===== config.mk =====
export PLATFORM = sky130hd
export DESIGN_NAME = data_mem_arbiter
export DESIGN_NICKNAME = d
export VERILOG_FILES = /design/src/rtl/dmem_pkg.sv /design/src/rtl/rr_arb2.sv /design/src/rtl/data_mem_arbiter.sv
export SDC_FILE = /design/constraint.sdc
export NUM_CORES = 1
export LEC_CHECK = 0
export ABC_AREA = 1
export BUFFER_PORTS_ARGS = -buffer_cell sky130_fd_sc_hd__buf_2
export CAP_MARGIN = 40
export CORE_AREA = 2 2 168 170
export CTS_CLUSTER_DIAMETER = 150
export CTS_CLUSTER_SIZE = 10
export DETAILED_ROUTE_END_ITERATION = 12
export DIE_AREA = 0 0 170 172
export GPL_TIMING_DRIVEN = 0
export HOLD_SLACK_MARGIN = 0.12
export PLACE_DENSITY = 0.55
export SETUP_SLACK_MARGIN = 0.4
export SLEW_MARGIN = 30
export SYNTH_ARGS = -nofsm -noshare
export SYNTH_HDL_FRONTEND = slang
export SYNTH_SLANG_ARGS = --single-unit

===== constraint.sdc =====
create_clock -name clk -period 4.12 [get_ports clk]
set_input_delay 0.824 -clock clk [delete_from_list [all_inputs] [get_ports clk]]
set_output_delay 0.824 -clock clk [all_outputs]
set_load 0.02 [all_outputs]

===== src/rtl/dmem_pkg.sv =====
// Shared definitions for the data memory arbiter.
//   state_t    : arbiter FSM states
//   req_id_t   : requester index (0 = core LSU, 1 = debug/DMA)
//   WORD_BYTES : bytes per data_mem word (addresses must be multiples of this)
package dmem_pkg;

  typedef enum logic [1:0] {
    IDLE   = 2'd0,
    ACCESS = 2'd1,
    RESP   = 2'd2
  } state_t;

  typedef logic req_id_t;

  localparam int WORD_BYTES = 8;
  localparam int NUM_REQ    = 2;

  // One-hot two-bit grant to requester index.
  function automatic req_id_t grant_to_id(input logic [1:0] grant);
    return req_id_t'(grant[1]);
  endfunction

endpackage


===== src/rtl/rr_arb2.sv =====
// Two-way round-robin arbiter.
//   clk, rst  : clock, asynchronous active-high reset (priority back to requester 0)
//   i_enable  : grants are only issued while high
//   i_req     : request vector
//   o_grant   : one-hot grant (0 when disabled or nothing requested)
// Every non-zero grant is taken as accepted, and the other requester then
// becomes preferred.
module rr_arb2
  import dmem_pkg::*;
(
  input  logic       clk,
  input  logic       rst,
  input  logic       i_enable,
  input  logic [1:0] i_req,
  output logic [1:0] o_grant
);

  req_id_t r_prio;  // requester that wins a tie

  always_comb begin
    o_grant = 2'b00;
    if (i_enable) begin
      case (i_req)
        2'b01:   o_grant = 2'b01;
        2'b10:   o_grant = 2'b10;
        2'b11:   o_grant = r_prio ? 2'b10 : 2'b01;
        default: o_grant = 2'b00;
      endcase
    end
  end

  always_ff @(posedge clk or posedge rst) begin
    if (rst) begin
      r_prio <= 1'b0;
    end else if (|o_grant) begin
      // Granting 0 hands priority to 1 and vice versa.
      r_prio <= req_id_t'(o_grant[0]);
    end
  end

endmodule


===== src/rtl/data_mem_arbiter.sv =====
// Two-requester arbiter in front of a single-port data_mem.
// A request is accepted in IDLE, the memory is enabled for one cycle in
// ACCESS, and the response pulses in RESP: accepted on edge N, the requester
// samples rsp_valid on edge N+2; one transaction every three cycles at most.
// Misaligned addresses (addr[2:0] != 0) never reach memory and return rsp_err.
// Optional feature macro: DMEM_ROM_PROTECT_EN -- writes below ROM_SIZE words
// are refused with rsp_err instead of being forwarded.
// Ports:
//   clk, rst                       : clock, asynchronous active-high reset
//   req_valid/req_ready [1:0]      : per-requester handshake
//   req_we, req_addr, req_wdata    : per-requester command
//   rsp_valid [1:0], rsp_err, rsp_rdata : response to the owning requester
//   mem_addr, mem_wr_data, mem_wr_enable, mem_rd_enable, mem_rd_data : data_mem
module data_mem_arbiter
  import dmem_pkg::*;
#(
  parameter int ADDR_W   = 32,
  parameter int DATA_W   = 64,
  parameter int ROM_SIZE = 16
) (
  input  logic                   clk,
  input  logic                   rst,
  input  logic [1:0]             req_valid,
  output logic [1:0]             req_ready,
  input  logic [1:0]             req_we,
  input  logic [1:0][ADDR_W-1:0] req_addr,
  input  logic [1:0][DATA_W-1:0] req_wdata,
  output logic [1:0]             rsp_valid,
  output logic                   rsp_err,
  output logic [DATA_W-1:0]      rsp_rdata,
  output logic [ADDR_W-1:0]      mem_addr,
  output logic [DATA_W-1:0]      mem_wr_data,
  output logic                   mem_wr_enable,
  output logic                   mem_rd_enable,
  input  logic [DATA_W-1:0]      mem_rd_data
);

  state_t              r_state;
  state_t              w_state_next;
  logic [1:0]          w_grant;
  logic                w_accept;
  req_id_t             w_sel;
  logic                w_misaligned;
  logic                w_rom_err;
  req_id_t             r_owner;
  logic                r_we;
  logic                r_err;
  logic [ADDR_W-1:0]   r_addr;
  logic [DATA_W-1:0]   r_wdata;

  rr_arb2 u_arb (
    .clk      (clk),
    .rst      (rst),
    .i_enable (r_state == IDLE),
    .i_req    (req_valid),
    .o_grant  (w_grant)
  );

  // The grant is only non-zero for a valid requester, so a grant is a transfer.
  assign w_accept     = |w_grant;
  assign w_sel        = grant_to_id(w_grant);
  assign w_misaligned = (req_addr[w_sel][2:0] != 3'b000);

`ifdef DMEM_ROM_PROTECT_EN
  localparam logic [ADDR_W-1:0] ROM_LIMIT = ADDR_W'(ROM_SIZE * WORD_BYTES);
  assign w_rom_err = req_we[w_sel] && (req_addr[w_sel] < ROM_LIMIT);
`else
  assign w_rom_err = 1'b0;
`endif

  // req_ready is combinational from the grant, so it is also masked by rst
  // to drop immediately when reset is applied.
  for (genvar gi = 0; gi < NUM_REQ; gi++) begin : g_req
    assign req_ready[gi] = ~rst & w_grant[gi];
    assign rsp_valid[gi] = (r_state == RESP) && (r_owner == req_id_t'(gi));
  end

  always_ff @(posedge clk or posedge rst) begin
    if (rst) begin
      r_state <= IDLE;
    end else begin
      r_state <= w_state_next;
    end
  end

  always_ff @(posedge clk or posedge rst) begin
    if (rst) begin
      r_owner <= 1'b0;
      r_we    <= 1'b0;
      r_err   <= 1'b0;
      r_addr  <= '0;
      r_wdata <= '0;
    end else if (w_accept) begin
      r_owner <= w_sel;
      r_we    <= req_we[w_sel];
      r_err   <= w_misaligned | w_rom_err;
      r_addr  <= req_addr[w_sel];
      r_wdata <= req_wdata[w_sel];
    end
  end

  always_comb begin
    w_state_next  = r_state;
    mem_addr      = '0;
    mem_wr_data   = '0;
    mem_wr_enable = 1'b0;
    mem_rd_enable = 1'b0;
    rsp_err       = 1'b0;
    rsp_rdata     = '0;
    case (r_state)
      IDLE: begin
        if (w_accept) w_state_next = ACCESS;
      end
      ACCESS: begin
        mem_addr    = r_addr;
        mem_wr_data = r_wdata;
        if (!r_err) begin
          mem_wr_enable = r_we;
          mem_rd_enable = ~r_we;
        end
        w_state_next = RESP;
      end
      RESP: begin
        // data_mem presents read data the cycle after the enable.
        rsp_err = r_err;
        if (!r_we && !r_err) rsp_rdata = mem_rd_data;
        w_state_next = IDLE;
      end
      default: w_state_next = IDLE;
    endcase
  end

endmodule


## After elaboration in Yosys (flattened, before gate mapping)

Cells that the tools add are included.

| operators by class | value |
|---|---|
| $lt $le $gt $ge | 1 |
| equal/unequal tests | 6 |
| mux-type cells | 20 |
| bitwise logic cells | 5 |
| reduce and logical (&&, ||, !) cells | 8 |

Operator list:

| cell | count |
|---|---|
| $mux W64 | 5 |
| $mux W32 | 3 |
| $mux W1 | 7 |
| $eq A2 B2 Y1 const B | 3 |
| $mux W2 | 3 |
| $pmux W2 S3 | 1 |
| $eq A2 B1 Y1 const B | 2 |
| $pmux W2 S2 | 1 |
| $logic_and A1 B1 Y1 | 3 |
| $not A1 Y1 | 3 |
| $reduce_bool A3 Y1 | 1 |
| $and A1 B1 Y1 | 2 |
| $logic_not A1 Y1 | 2 |
| $logic_not A2 Y1 | 1 |
| $lt A1 B2 Y1 const B | 1 |
| $ne A2 B2 Y1 const B | 1 |
| $reduce_or A2 Y1 | 1 |

| word-level totals | value |
|---|---|
| register bits | 102 |
| bits of input ports | 262 |
| output and inout bits | 167 |
| logic and storage cells | 47 |

## Depth between registers and ports, before layout

Gate-level depths: netlist of the first run.

| depth | value |
|---|---|
| depth after elaboration | 6 |
| depth in mapped cells | 9 |
| gate-level depth less buffers | 8 |

## Hierarchy

From an unflattened synthesis of the first run, not the netlist that was laid out.

| second synthesis, totals | value |
|---|---|
| cells, all modules | 753 |
| area total of the unflattened synthesis | 5800.6 um^2 |

By module, submodules not included:

| module | instances | cells each | area each (um^2) | seq. area each (um^2) |
|---|---|---|---|---|
| data_mem_arbiter | 1 | 741 | 5733.0 | 2527.4 |
| rr_arb2 | 1 | 12 | 67.6 | 25.0 |

## Worst setup path before layout of the first run

No wires, ideal clock.

| timing | value |
|---|---|
| path kind | input-to-output |
| start point | input req_valid[1] |
| end point | output req_ready[1] |
| arrival | 1750 ps |
| data required time | 3296 ps |
| path slack | 1546 ps |
| stages on the path | 5 |
| buffers on the path | 3 |
| path through | buf_2 > nand3_4 > buf_4 > buf_2 > nor2_1 |

| on the way | value |
|---|---|
| cells in the longest elaborated chain, start to end | 4 |
| elaborated cells between the ends (all ways) | 6 |
| those cells by class | eq/ne (3); mux (2); bitwise (1) |

Ends and longest elaborated chain:

| what | line | RTL |
|---|---|---|
| start: declaration | data_mem_arbiter.sv:23 | `input logic [1:0] req_valid,` |
| $eq A2 B2 Y1 or $eq A2 B1 Y1 (tied branches) | rr_arb2.sv:23 | `case (i_req)` |
| $pmux W2 S3 (*) | rr_arb2.sv:23 |  |
| $mux W2 (*) | rr_arb2.sv:22 | `if (i_enable) begin` |
| $and A1 B1 Y1 (*) | data_mem_arbiter.sv:74 | `assign req_ready[gi] = ~rst & w_grant[gi];` |
| end: declaration | data_mem_arbiter.sv:24 | `output logic [1:0] req_ready,` |

Every way passes the cells marked *; elsewhere a longest branch is shown, timed or not.

## Worst setup path in the final report of the first run

| timing | value |
|---|---|
| start point | input req_valid[0] |
| end point | output req_ready[1] |

The elaborated chain is that of the path after synthesis.

==> summary.log, run 1 <==
[yosys] top cells by area, synth sky130_fd_sc_hd__dfrtp_1 43%, sky130_fd_sc_hd__nor2_1 13%, sky130_fd_sc_hd__o21ai_1 11%
[timing] setup repair after global routing missed its margin no
[layout] Area growth, synth to finish 48.6%
[clock_tree] number of levels in the clock H-tree 3
[worst_setup_path] path depth of the worst reg2reg path 6
[clock_tree] CTS clock-pin slew for the worst setup and hold paths 0.07 ns
[yosys] ys async rst share 1.00
[yosys] number of synthesized register bits 102
[worst_setup_path] worst reg2reg path endpoint r_wdata[56]$_DFFE_PP0P_
[place] # placed instances 1,623
[clock_tree] clk buf depth 2
[grt] first-pass GRT wire length 40,300 µm
[run] reported max-cap violation count 0
[clock_tree] Post-CTS Setup Bufs 0
[die] full die area 0.0292 mm²
[layout] cell area after layout 0.00885 mm²
[worst_setup_path] largest delay contributor family on the critical path buffers and inverters
[power_and_ir_drop] standby leakage power 4.90 nW
[place] final weighted congestion in routability-driven placement 0.871
[timing] actual transition at the worst max-transition pin 0.688 ns
[die] row cnt 61
[power_and_ir_drop] total power 6.04 mW
[worst_setup_path] CP Launch Type input pin
[worst_setup_path] largest driver fanout on the critical path 10
[yosys] flip-flop cell with the highest count after synthesis sky130_fd_sc_hd__dfrtp_1
[yosys] Synth Warn # 0
[routing] routed vias 7,214
[die] Die Span X 170 µm
[timing] Peak Freq 330 MHz
[yosys] sequential share of the synthesized area 0.429
[worst_setup_path] crit path max-delay cell type sky130_fd_sc_hd__buf_4
[layout] commonest cells after routing, fill and taps aside 437 x sky130_fd_sc_hd__buf_2, 199 x sky130_fd_sc_hd__nor2_1, 131 x sky130_fd_sc_hd__o21ai_1
[die] total core area 0.0275 mm²
[clock_tree] Clock Root Buffer sky130_fd_sc_hd__clkbuf_16
[grt] pin count of the biggest net entering global routing 60
[routing] number of nets with antenna violations after detailed routing 0
[grt] Remaining Overflow, GRT 0
[timing] final hold violation count 0
[routing] DRT Wirelength 27,900 µm
[clock_tree] Clock Sinks 102
[yosys] synthesized instance count 849
[yosys] synthesized cell area 0.00596 mm²
[status] status complete, no violations
[routing] remaining design rule violation count 0
[clock_tree] clock buffer count from CTS 9
[worst_setup_path] Worst R2R Setup Slack 2.20 ns
[worst_setup_path] largest stage delay on the critical path 0.29 ns
[yosys] number of distinct library cells after synthesis 22
[routing] vias per inst 4.40
[clock_tree] clock network latency to the later pin of the worst-skew pair 0.36 ns
[timing] clock skew after layout 0.0124 ns
[die] initial standard-cell utilization of the core 0.217
[place] Worst Setup Slack post-DPL 1.04 ns
[routing] initial detailed-routing violation count 341
[timing] # setup viols final 0
[worst_setup_path] nature of the critical path endpoint primary output
[place] detailed placer's ending HPWL 22,500 µm
[grt] gr usage total 0.183
[timing] post-route clock period utilization 0.735
[worst_hold_path] HP Class in2async
[yosys] post-synthesis average cell area 7.01 µm²
[clock_tree] total of hold buffers inserted after clock tree synthesis 0
[die] Top-Level Pins 429
[routing] routed length per placed instance 17.0 µm
[timing] setup TNS 0 ns
[power_and_ir_drop] highest ir drop seen on vdd 0.247 mV
[timing] remaining max-slew budget at the tightest pin 0.542
[worst_setup_path] critical path buffer and inverter count 4
[worst_setup_path] CP Class in2out
[grt] number of antenna violations at the first check in global routing 2
[timing] final critical delay including setup and external delays 3.03 ns
[layout] final core utilization 0.322
[worst_setup_path] reg-to-reg startpoint r_state[0]$_DFFE_PP0P_
[worst_setup_path] WP data arrival 2.20 ns
[yosys] Synth area leader sky130_fd_sc_hd__dfrtp_1
[layout] count of non-filler cells in the finished layout 1,641
[layout] fraction of final layout cells with drive strength greater than 1 0.364
[routing] length of the first detailed-routing pass in iterations 4
[layout] most common cell after layout, fill and taps aside sky130_fd_sc_hd__buf_2
[clock_tree] clock tree from TritonCTS yes
[timing] crit path setup slack, layout 1.09 ns
[power_and_ir_drop] areal power density over the cells 683 mW/mm²
[clock_tree] quantity of gates resized following cts 0
[worst_setup_path] most frequent CP cell sky130_fd_sc_hd__buf_2
[worst_setup_path] Req. time, crit path 3.30 ns
[place] number of buffers inserted by port buffering 427
[yosys] area share of the largest cell type after synthesis 0.429
[layout] NumNets Final 1,550
[worst_setup_path] crit path cell chain buf_2 -> nand2_1 -> nand3_4 -> buf_4 -> buf_2 -> nor2_1 -> buf_2
[place] placement-stage cell area 0.00856 mm²
[grt] number of global-route vias before repair 7,109
[yosys] post-synth net total 1,111
[yosys] EDFF count, synth 0
[timing] hold_ws 0.476 ns
[die] die extent in y 172 µm
[timing] Pins Over Slew Limit 0
-- cells by family (layout without fill, tap and decap cells) --
family | count (synthesis) | after routing | share of synthesized area
simple gates | 377 | 377 | 0.283
compound gates | 195 | 195 | 0.167
buf+inv | 175 | 619 | 0.122
flops | 102 | 102 | 0.429
other cells | 0 | 2 | 0
-- how the worst max path moves through the flow --
stage / start / end / slack, ns / cells past startpoint
floorplan: rst / r_addr[0]$_DFFE_PP0P_ / 0.62 / 1
global placement: rst / r_wdata[49]$_DFFE_PP0P_ / -1.09 / 2
detailed placement: req_valid[0] / req_ready[1] / 1.04 / 7
CTS: req_valid[0] / req_ready[1] / 1.03 / 7
global route: req_valid[0] / req_ready[1] / 0.98 / 7
finish: req_valid[0] / req_ready[1] / 1.09 / 7
-- routing by layer --
metal	vias up	global-route usage	routed length, µm
met5	-	0	27
met1	3346	0.214	11200
met2	283	0.329	13900
met4	4	0.0747	1000
li1	3536	-	-
met3	45	0.0366	1780
-- synth_stat cells, types with 2 or more instances --
master,n
sky130_fd_sc_hd__nor2_1,199
sky130_fd_sc_hd__o21ai_1,131
sky130_fd_sc_hd__inv_1,107
sky130_fd_sc_hd__nand2_1,107
sky130_fd_sc_hd__dfrtp_1,102
sky130_fd_sc_hd__nor3b_1,64
sky130_fd_sc_hd__o21ai_0,61
sky130_fd_sc_hd__clkbuf_1,39
sky130_fd_sc_hd__buf_2,10
sky130_fd_sc_hd__buf_1,6
sky130_fd_sc_hd__buf_4,6
sky130_fd_sc_hd__buf_6,4
sky130_fd_sc_hd__nand4_1,3
sky130_fd_sc_hd__inv_2,2
-- sequential cells by signal, indices dropped and copies added, names as in the netlist --
signal,cells
r_err,1
r_wdata,64
u_arb.r_prio,1
r_owner,1
r_addr,32
r_we,1
r_state,2
-- area by class of cell --
type                    instances  area [µm²]
diodes                          2        5.00
plain buffers                  65         309
clock buffers                   9         225
clock inverters                 7        56.3
fillers                      3129       18600
inverters                     110         423
multi-input cells             572        2680
flip-flops and latches        102        2550
well taps                     346         433
repair buffers                428        2160
-- power by group --
group	leakage (nW)	switching [mW]	internal, mW
clock	0.143	0.435	0.421
combinational	3.52	2.36	1.05
sequential	1.24	0.261	1.51
No activity file was read; power rests on OpenSTA's default activity.
==> run 2: changes to the inputs <==
--- a/config.mk
+++ b/config.mk
@@ -8,14 +8,14 @@
 export ABC_AREA = 1
 export BUFFER_PORTS_ARGS = -buffer_cell sky130_fd_sc_hd__buf_2
 export CAP_MARGIN = 40
-export CORE_AREA = 2 2 168 170
+export CORE_AREA = 2 2 167 169
 export CTS_CLUSTER_DIAMETER = 150
 export CTS_CLUSTER_SIZE = 10
 export DETAILED_ROUTE_END_ITERATION = 12
-export DIE_AREA = 0 0 170 172
+export DIE_AREA = 0 0 169 171
 export GPL_TIMING_DRIVEN = 0
 export HOLD_SLACK_MARGIN = 0.12
-export PLACE_DENSITY = 0.55
+export PLACE_DENSITY = 0.57
 export SETUP_SLACK_MARGIN = 0.4
 export SLEW_MARGIN = 30
 export SYNTH_ARGS = -nofsm -noshare
==> constraint.sdc (replaced) <==
create_clock -name clk -period 2.5 [get_ports clk]
set_input_delay 0.5 -clock clk [delete_from_list [all_inputs] [get_ports clk]]
set_output_delay 0.5 -clock clk [all_outputs]
set_load 0.02 [all_outputs]
==> summary.log, run 2 (same netlist as run 1, synthesis figures left out) <==
[status] status complete, no violations
[place] number of buffers inserted by port buffering 427 [unchanged]
[timing] final critical delay including setup and external delays 2.23 ns
[power_and_ir_drop] highest ir drop seen on vdd 0.430 mV [+74%]
[worst_setup_path] CP Launch Type register
[clock_tree] clock tree from TritonCTS yes
[timing] remaining max-slew budget at the tightest pin 0.571 [+0.0292]
[routing] routed length per placed instance 17.7 µm [+4.3%]
[clock_tree] Clock Root Buffer sky130_fd_sc_hd__clkbuf_16
[power_and_ir_drop] switching part of the total power 0.484 [-0.0210]
[power_and_ir_drop] portion of total power attributed to the clock network 0.113 [-0.029]
[routing] vias per inst 4.50 [+2.3%]
[timing] actual transition at the worst max-transition pin 0.644 ns [-0.0438 ns]
[timing] # setup viols final 0 [unchanged]
[clock_tree] Clock Sinks 102 [unchanged]
[grt] pin count of the biggest net entering global routing 24 [-60%]
[clock_tree] clock buffer count from CTS 9 [unchanged]
[die] initial standard-cell utilization of the core 0.218 [+0.00121]
[worst_setup_path] largest stage delay on the critical path 0.40 ns [+0.11 ns]
[worst_setup_path] most frequent CP cell sky130_fd_sc_hd__clkbuf_16
[routing] initial detailed-routing violation count 354 [+3.8%]
[grt] number of global-route vias before repair 7,322 [+3.0%]
[die] total core area 0.0273 mm² [-0.56%]
[power_and_ir_drop] standby leakage power 5.57 nW [+14%]
[clock_tree] total of hold buffers inserted after clock tree synthesis 0 [unchanged]
[timing] post-route clock period utilization 0.892
[worst_setup_path] largest driver fanout on the critical path 7 [-3]
[worst_setup_path] nature of the critical path endpoint primary output
[die] Die Span X 169 µm [-0.59%]
[grt] gr usage total 0.193 [+0.00999]
[layout] Area growth, synth to finish 80.9%
[power_and_ir_drop] internal power contribution 6.21 mW [+110%]
[worst_setup_path] crit path cell chain inv_2 -> nand2_4 -> clkbuf_16 -> clkbuf_16 -> nor3b_4 -> buf_6
[layout] register bank with the most flops r_wdata
[layout] Largest register FFs 64 [unchanged]
[place] # placed instances 1,627 [+0.25%]
[timing] setup repair after global routing missed its margin yes
[power_and_ir_drop] areal power density over the cells 1120 mW/mm² [+64%]
[grt] Remaining Overflow, GRT 0 [unchanged]
[place] final weighted congestion in routability-driven placement 0.883 [+1.4%]
[clock_tree] clock network latency to the later pin of the worst-skew pair 0.36 ns [about the same]
[layout] commonest cells after routing, fill and taps aside 306 x sky130_fd_sc_hd__buf_2, 143 x sky130_fd_sc_hd__nor2_1, 131 x sky130_fd_sc_hd__o21ai_1
[timing] Peak Freq 448 MHz
[routing] number of nets with antenna violations after detailed routing 0 [unchanged]
[timing] Pins Over Slew Limit 0 [unchanged]
[worst_setup_path] Req. time, crit path 2.00 ns [-1.30 ns]
[grt] number of antenna violations at the first check in global routing 1 [-1]
[die] Top-Level Pins 429 [unchanged]
[worst_hold_path] HP Class in2async
[die] row cnt 61 [unchanged]
[worst_setup_path] WP data arrival 1.73 ns [-0.47 ns]
[place] detailed placer's ending HPWL 22,300 µm [-0.62%]
[layout] NumNets Final 1,575 [+1.6%]
[clock_tree] number of levels in the clock H-tree 3 [unchanged]
[power_and_ir_drop] sequential share of power 0.245 [-0.049]
[run] reported max-cap violation count 0 [unchanged]
[timing] final hold violation count 0 [unchanged]
[layout] most common cell after layout, fill and taps aside sky130_fd_sc_hd__buf_2
[routing] length of the first detailed-routing pass in iterations 5 [+1]
[routing] remaining design rule violation count 0 [unchanged]
[layout] largest registers in the final layout r_wdata: 64 flops, r_addr: 32 flops, r_state: 2 flops
[worst_setup_path] CP Class reg2out
[timing] clock skew after layout 0.0129 ns [+0.000454 ns]
[layout] fillcell total 2,846 [-9.0%]
[layout] count of non-filler cells in the finished layout 1,664 [+1.4%]
[die] full die area 0.0289 mm² [-1.2%]
[grt] first-pass GRT wire length 42,000 µm [+4.3%]
[layout] final core utilization 0.394 [+0.0724]
[die] die extent in y 171 µm [-0.58%]
[power_and_ir_drop] relative contribution of combinational cells to total power 0.643 [+0.078]
[clock_tree] CTS clock-pin slew for the worst setup and hold paths 0.08 ns [about the same]
[routing] routed vias 7,481 [+3.7%]
[layout] fraction of final layout cells with drive strength greater than 1 0.486 [+0.122]
[routing] DRT Wirelength 29,500 µm [+5.8%]
[power_and_ir_drop] net switching power of the design 5.84 mW [+91%]
[clock_tree] clk buf depth 2 [unchanged]
[worst_setup_path] crit path max-delay cell type sky130_fd_sc_hd__dfrtp_1
run 2: final cells by class:
cell class                      instances  area, µm²  share of cell area
Sequential cell                       102       2550               0.237
Buffer                                 65        599              0.0556
Clock inverter                          4       33.8             0.00313
Clock buffer                           11        233              0.0216
Timing Repair Buffer                  452       3050               0.283
Multi-Input combinational cell        572       3440               0.319
Timing Repair inverter                  1       8.76            0.000813
Inverter                              110        427              0.0396
Tap cell                              346        433              0.0402
Antenna cell                            1       2.50            0.000232
run 2: routing by layer:
metal / routed length, µm / vias up / part of all wire / track usage
li1: - / 3599 / - / -
met1: 11800 / 3487 / 0.40 / 0.223
met5: 0 / - / 0 / 0
met2: 14900 / 346 / 0.51 / 0.351
met4: 1020 / 0 / 0.035 / 0.0792
met3: 1730 / 49 / 0.059 / 0.0365
run 2: repair_timing:
item,CTS,global route
setup buffers,9,3
setup endpoints to repair,166,174
cloned,5,4
gates resized for setup,291,180
pin swaps,24,12
run 2: final timing paths:
path	slack [ns]	end	startpoint	cells past startpoint
min reg2reg	0.49	r_wdata[25]$_DFFE_PP0P_	r_wdata[25]$_DFFE_PP0P_	2
max in group asynchronous	1.72	r_addr[6]$_DFFE_PP0P_	rst	4
max	0.27	rsp_rdata[41]	r_we$_DFFE_PP0P_	6
max reg2reg	0.55	r_wdata[32]$_DFFE_PP0P_	r_state[0]$_DFFE_PP0P_	8
min	0.17	r_wdata[6]$_DFFE_PP0P_	rst	2
min in group clk	0.40	r_wdata[23]$_DFFE_PP0P_	req_wdata[87]	3
run 2: critical path, delay by kind of cell (launching register included):
kind / cells / cell delay, ns
DFF: 1 / 0.40
buffers and inverters: 4 / 0.62
and+or+nand+nor: 2 / 0.36
run 2: metrics by stage:
stage / worst slack [ns] / instance area [µm²] / power [mW] / TNS (ns) / hold WS [ns]
5_1_grt: 0.248 / 10800 / 13.0 / 0 / 0.164
3_5_place_dp: 0.0366 / 8640 / 8.63 / 0 / 0.474
6_report: 0.269 / 10800 / 12.0 / 0 / 0.167
4_1_cts: 0.274 / 10100 / 11.2 / 0 / 0.159
3_3_place_gp: -0.219 / 8530 / 8.57 / -21.54 / 0.468
2_1_floorplan: 0.540 / 5960 / 6.54 / 0 / 0.453
run 2: power by group through the flow:
| stage | logic (mW) | clock network, mW | registers, mW |
|---|---|---|---|
| after floorplan | 3.70 | 0 | 2.84 |
| after global placement | 5.65 | 0 | 2.92 |
| after detailed placement | 5.68 | 0 | 2.95 |
| after CTS | 6.89 | 1.42 | 2.93 |
| after global routing | 8.49 | 1.49 | 3.04 |
| final | 7.75 | 1.36 | 2.95 |
==> run 3: changes to the inputs <==
--- a/config.mk
+++ b/config.mk
@@ -9,6 +9,7 @@
 export BUFFER_PORTS_ARGS = -buffer_cell sky130_fd_sc_hd__buf_2
 export CAP_MARGIN = 40
 export CORE_AREA = 2 2 167 169
+export CTS_BUF_LIST = sky130_fd_sc_hd__clkbuf_8 sky130_fd_sc_hd__clkbuf_16
 export CTS_CLUSTER_DIAMETER = 150
 export CTS_CLUSTER_SIZE = 10
 export DETAILED_ROUTE_END_ITERATION = 12
==> summary.log, run 3 (same netlist as run 1, synthesis figures left out) <==
[power_and_ir_drop] relative contribution of combinational cells to total power 0.643 [about the same]
[layout] largest registers in the final layout r_wdata: 64 flops, r_addr: 32 flops, r_state: 2 flops
[run] reported max-cap violation count 0 [unchanged]
[clock_tree] total of hold buffers inserted after clock tree synthesis 0 [unchanged]
[die] Die Span X 169 µm [unchanged]
[layout] register bank with the most flops r_wdata
[die] row cnt 61 [unchanged]
[grt] Remaining Overflow, GRT 0 [unchanged]
[clock_tree] CTS clock-pin slew for the worst setup and hold paths 0.08 ns [about the same]
[timing] Peak Freq 449 MHz [about the same]
[clock_tree] clock tree from TritonCTS yes
[worst_setup_path] path depth of the worst reg2reg path 8 [unchanged]
[clock_tree] number of levels in the clock H-tree 3 [unchanged]
[worst_setup_path] critical path buffer and inverter count 4 [unchanged]
[worst_setup_path] CP Class reg2out
[timing] remaining max-slew budget at the tightest pin 0.571 [about the same]
[power_and_ir_drop] portion of total power attributed to the clock network 0.112 [about the same]
[timing] final critical delay including setup and external delays 2.23 ns [-0.00113 ns]
[timing] setup repair after global routing missed its margin yes
[clock_tree] clk buf depth 2 [unchanged]
[routing] routed vias 7,471 [-0.13%]
[power_and_ir_drop] internal power contribution 6.21 mW [-0.13%]
[worst_setup_path] Req. time, crit path 2.00 ns [about the same]
[worst_setup_path] largest delay contributor family on the critical path buffers and inverters
[place] number of buffers inserted by port buffering 427 [unchanged]
[grt] number of global-route vias before repair 7,322 [unchanged]
[worst_setup_path] Levels on crit path 6 [unchanged]
[routing] number of nets with antenna violations after detailed routing 0 [unchanged]
[grt] number of antenna violations at the first check in global routing 1 [unchanged]
[grt] gr usage total 0.193 [unchanged]
[routing] initial detailed-routing violation count 361 [+2.0%]
[die] die extent in y 171 µm [unchanged]
[timing] Pins Over Slew Limit 0 [unchanged]
[routing] remaining design rule violation count 0 [unchanged]
[layout] fillcell total 2,846 [unchanged]
[layout] most common cell after layout, fill and taps aside sky130_fd_sc_hd__buf_2
[grt] pin count of the biggest net entering global routing 24 [unchanged]
[worst_setup_path] crit path max-delay cell type sky130_fd_sc_hd__dfrtp_1
[timing] actual transition at the worst max-transition pin 0.644 ns [-0.0000233 ns]
[routing] vias per inst 4.49 [-0.13%]
[timing] clock skew after layout 0.0129 ns [+0.0000516 ns]
[layout] NumNets Final 1,575 [unchanged]
[layout] Largest register FFs 64 [unchanged]
[die] total core area 0.0273 mm² [unchanged]
[worst_setup_path] largest driver fanout on the critical path 7 [unchanged]
[clock_tree] clock buffer count from CTS 9 [unchanged]
[status] status complete, no violations
[power_and_ir_drop] standby leakage power 5.58 nW [+0.15%]
[die] full die area 0.0289 mm² [unchanged]
[clock_tree] Clock Sinks 102 [unchanged]
[worst_setup_path] crit path cell chain inv_2 -> nand2_4 -> clkbuf_16 -> clkbuf_16 -> nor3b_4 -> buf_6
[grt] first-pass GRT wire length 42,000 µm [unchanged]
[timing] post-route clock period utilization 0.892 [about the same]
[die] Top-Level Pins 429 [unchanged]
[layout] fraction of final layout cells with drive strength greater than 1 0.486 [unchanged]
[worst_setup_path] largest stage delay on the critical path 0.40 ns [about the same]
[worst_setup_path] most frequent CP cell sky130_fd_sc_hd__clkbuf_16
[layout] commonest cells after routing, fill and taps aside 306 x sky130_fd_sc_hd__buf_2, 143 x sky130_fd_sc_hd__nor2_1, 131 x sky130_fd_sc_hd__o21ai_1
[timing] hold_ws 0.169 ns [+0.00110 ns]
[place] final weighted congestion in routability-driven placement 0.883 [unchanged]
[power_and_ir_drop] sequential share of power 0.245 [about the same]
[power_and_ir_drop] areal power density over the cells 1120 mW/mm² [about the same]
[timing] final hold violation count 0 [unchanged]
[timing] setup TNS 0 ns [unchanged]
[clock_tree] clock network latency to the later pin of the worst-skew pair 0.35 ns [about the same]
[clock_tree] Clock Root Buffer sky130_fd_sc_hd__clkbuf_16
[place] detailed placer's ending HPWL 22,300 µm [unchanged]
[routing] length of the first detailed-routing pass in iterations 5 [unchanged]
[layout] count of non-filler cells in the finished layout 1,664 [unchanged]
[routing] routed length per placed instance 17.7 µm [about the same]
[worst_setup_path] WP data arrival 1.73 ns [about the same]
[power_and_ir_drop] net switching power of the design 5.83 mW [about the same]
[power_and_ir_drop] total power 12.0 mW [about the same]
[place] Worst Setup Slack post-DPL 0.0366 ns [unchanged]
[place] # placed instances 1,627 [unchanged]
[layout] Area growth, synth to finish 80.9% [unchanged]
[timing] crit path setup slack, layout 0.271 ns [+0.00113 ns]
[worst_hold_path] HP Class in2async
[routing] DRT Wirelength 29,500 µm [about the same]
[worst_setup_path] CP Launch Type register
[power_and_ir_drop] switching part of the total power 0.484 [about the same]
[power_and_ir_drop] highest ir drop seen on vdd 0.430 mV [about the same]
[die] initial standard-cell utilization of the core 0.218 [unchanged]
[worst_setup_path] nature of the critical path endpoint primary output
[timing] # setup viols final 0 [unchanged]
==> run 3: cell count changes in the layout (fill, tap and decap cells not counted), sizes merged <==
cell | before | now
clkbuf | 45 | 43
inv | 111 | 113
==> run 3: power groups by stage <==
stage                     combinational, mW  sequential [mW]  clock (mW)
final                                  7.74             2.95        1.35
after global routing                   8.49             3.04        1.48
after CTS                              6.89             2.93        1.41
after detailed placement               5.68             2.95           0
after global placement                 5.65             2.92           0
after floorplan                        3.70             2.84           0
==> run 3: path summary, 6_finish.rpt <==
| kind | start | end | slack, ns |
|---|---|---|---|
| setup reg to reg | r_state[0]$_DFFE_PP0P_ | r_wdata[32]$_DFFE_PP0P_ | 0.55 |
| hold reg to reg | r_wdata[25]$_DFFE_PP0P_ | r_wdata[25]$_DFFE_PP0P_ | 0.49 |
| hold / removal | rst | r_wdata[6]$_DFFE_PP0P_ | 0.17 |
| max in group asynchronous | rst | r_addr[6]$_DFFE_PP0P_ | 1.72 |
| min in group clk | req_wdata[87] | r_wdata[23]$_DFFE_PP0P_ | 0.40 |
| setup / recovery | r_we$_DFFE_PP0P_ | rsp_rdata[41] | 0.27 |
==> run 3: per-stage QoR <==
| stage | area (µm²) | util |
|---|---|---|
| CTS | 10100 | 0.370 |
| finish | 10800 | 0.394 |
| global placement | 8530 | 0.312 |
| detailed placement | 8640 | 0.316 |
| global route | 10800 | 0.394 |
| floorplan | 5960 | - |
==> run 3: area by class of cell <==
| cell class | instances | area, µm² | share of cell area |
|---|---|---|---|
| antenna | 1 | 2.50 | 0.000232 |
| buffer | 65 | 599 | 0.0556 |
| clock buffer | 9 | 225 | 0.0209 |
| clock inverter | 6 | 41.3 | 0.00383 |
| inverter | 110 | 427 | 0.0396 |
| multi-input combinational | 572 | 3440 | 0.319 |
| sequential | 102 | 2550 | 0.237 |
| tap | 346 | 433 | 0.0402 |
| timing repair buffer | 452 | 3050 | 0.283 |
| timing repair inverter | 1 | 8.76 | 0.000813 |
==> run 3: what timing repair did <==
item,in CTS,in global routing
gates resized for setup,291,180
pin swaps,24,12
setup buffers,9,3
cloned,5,4
endpoints found under the setup margin,166,174
==> run 3: per-layer routing <==
layer / GRT usage / routed length, µm
met1: 0.223 / 11800
met2: 0.351 / 14900
met3: 0.0365 / 1770
met4: 0.0792 / 1020
met5: 0 / 0
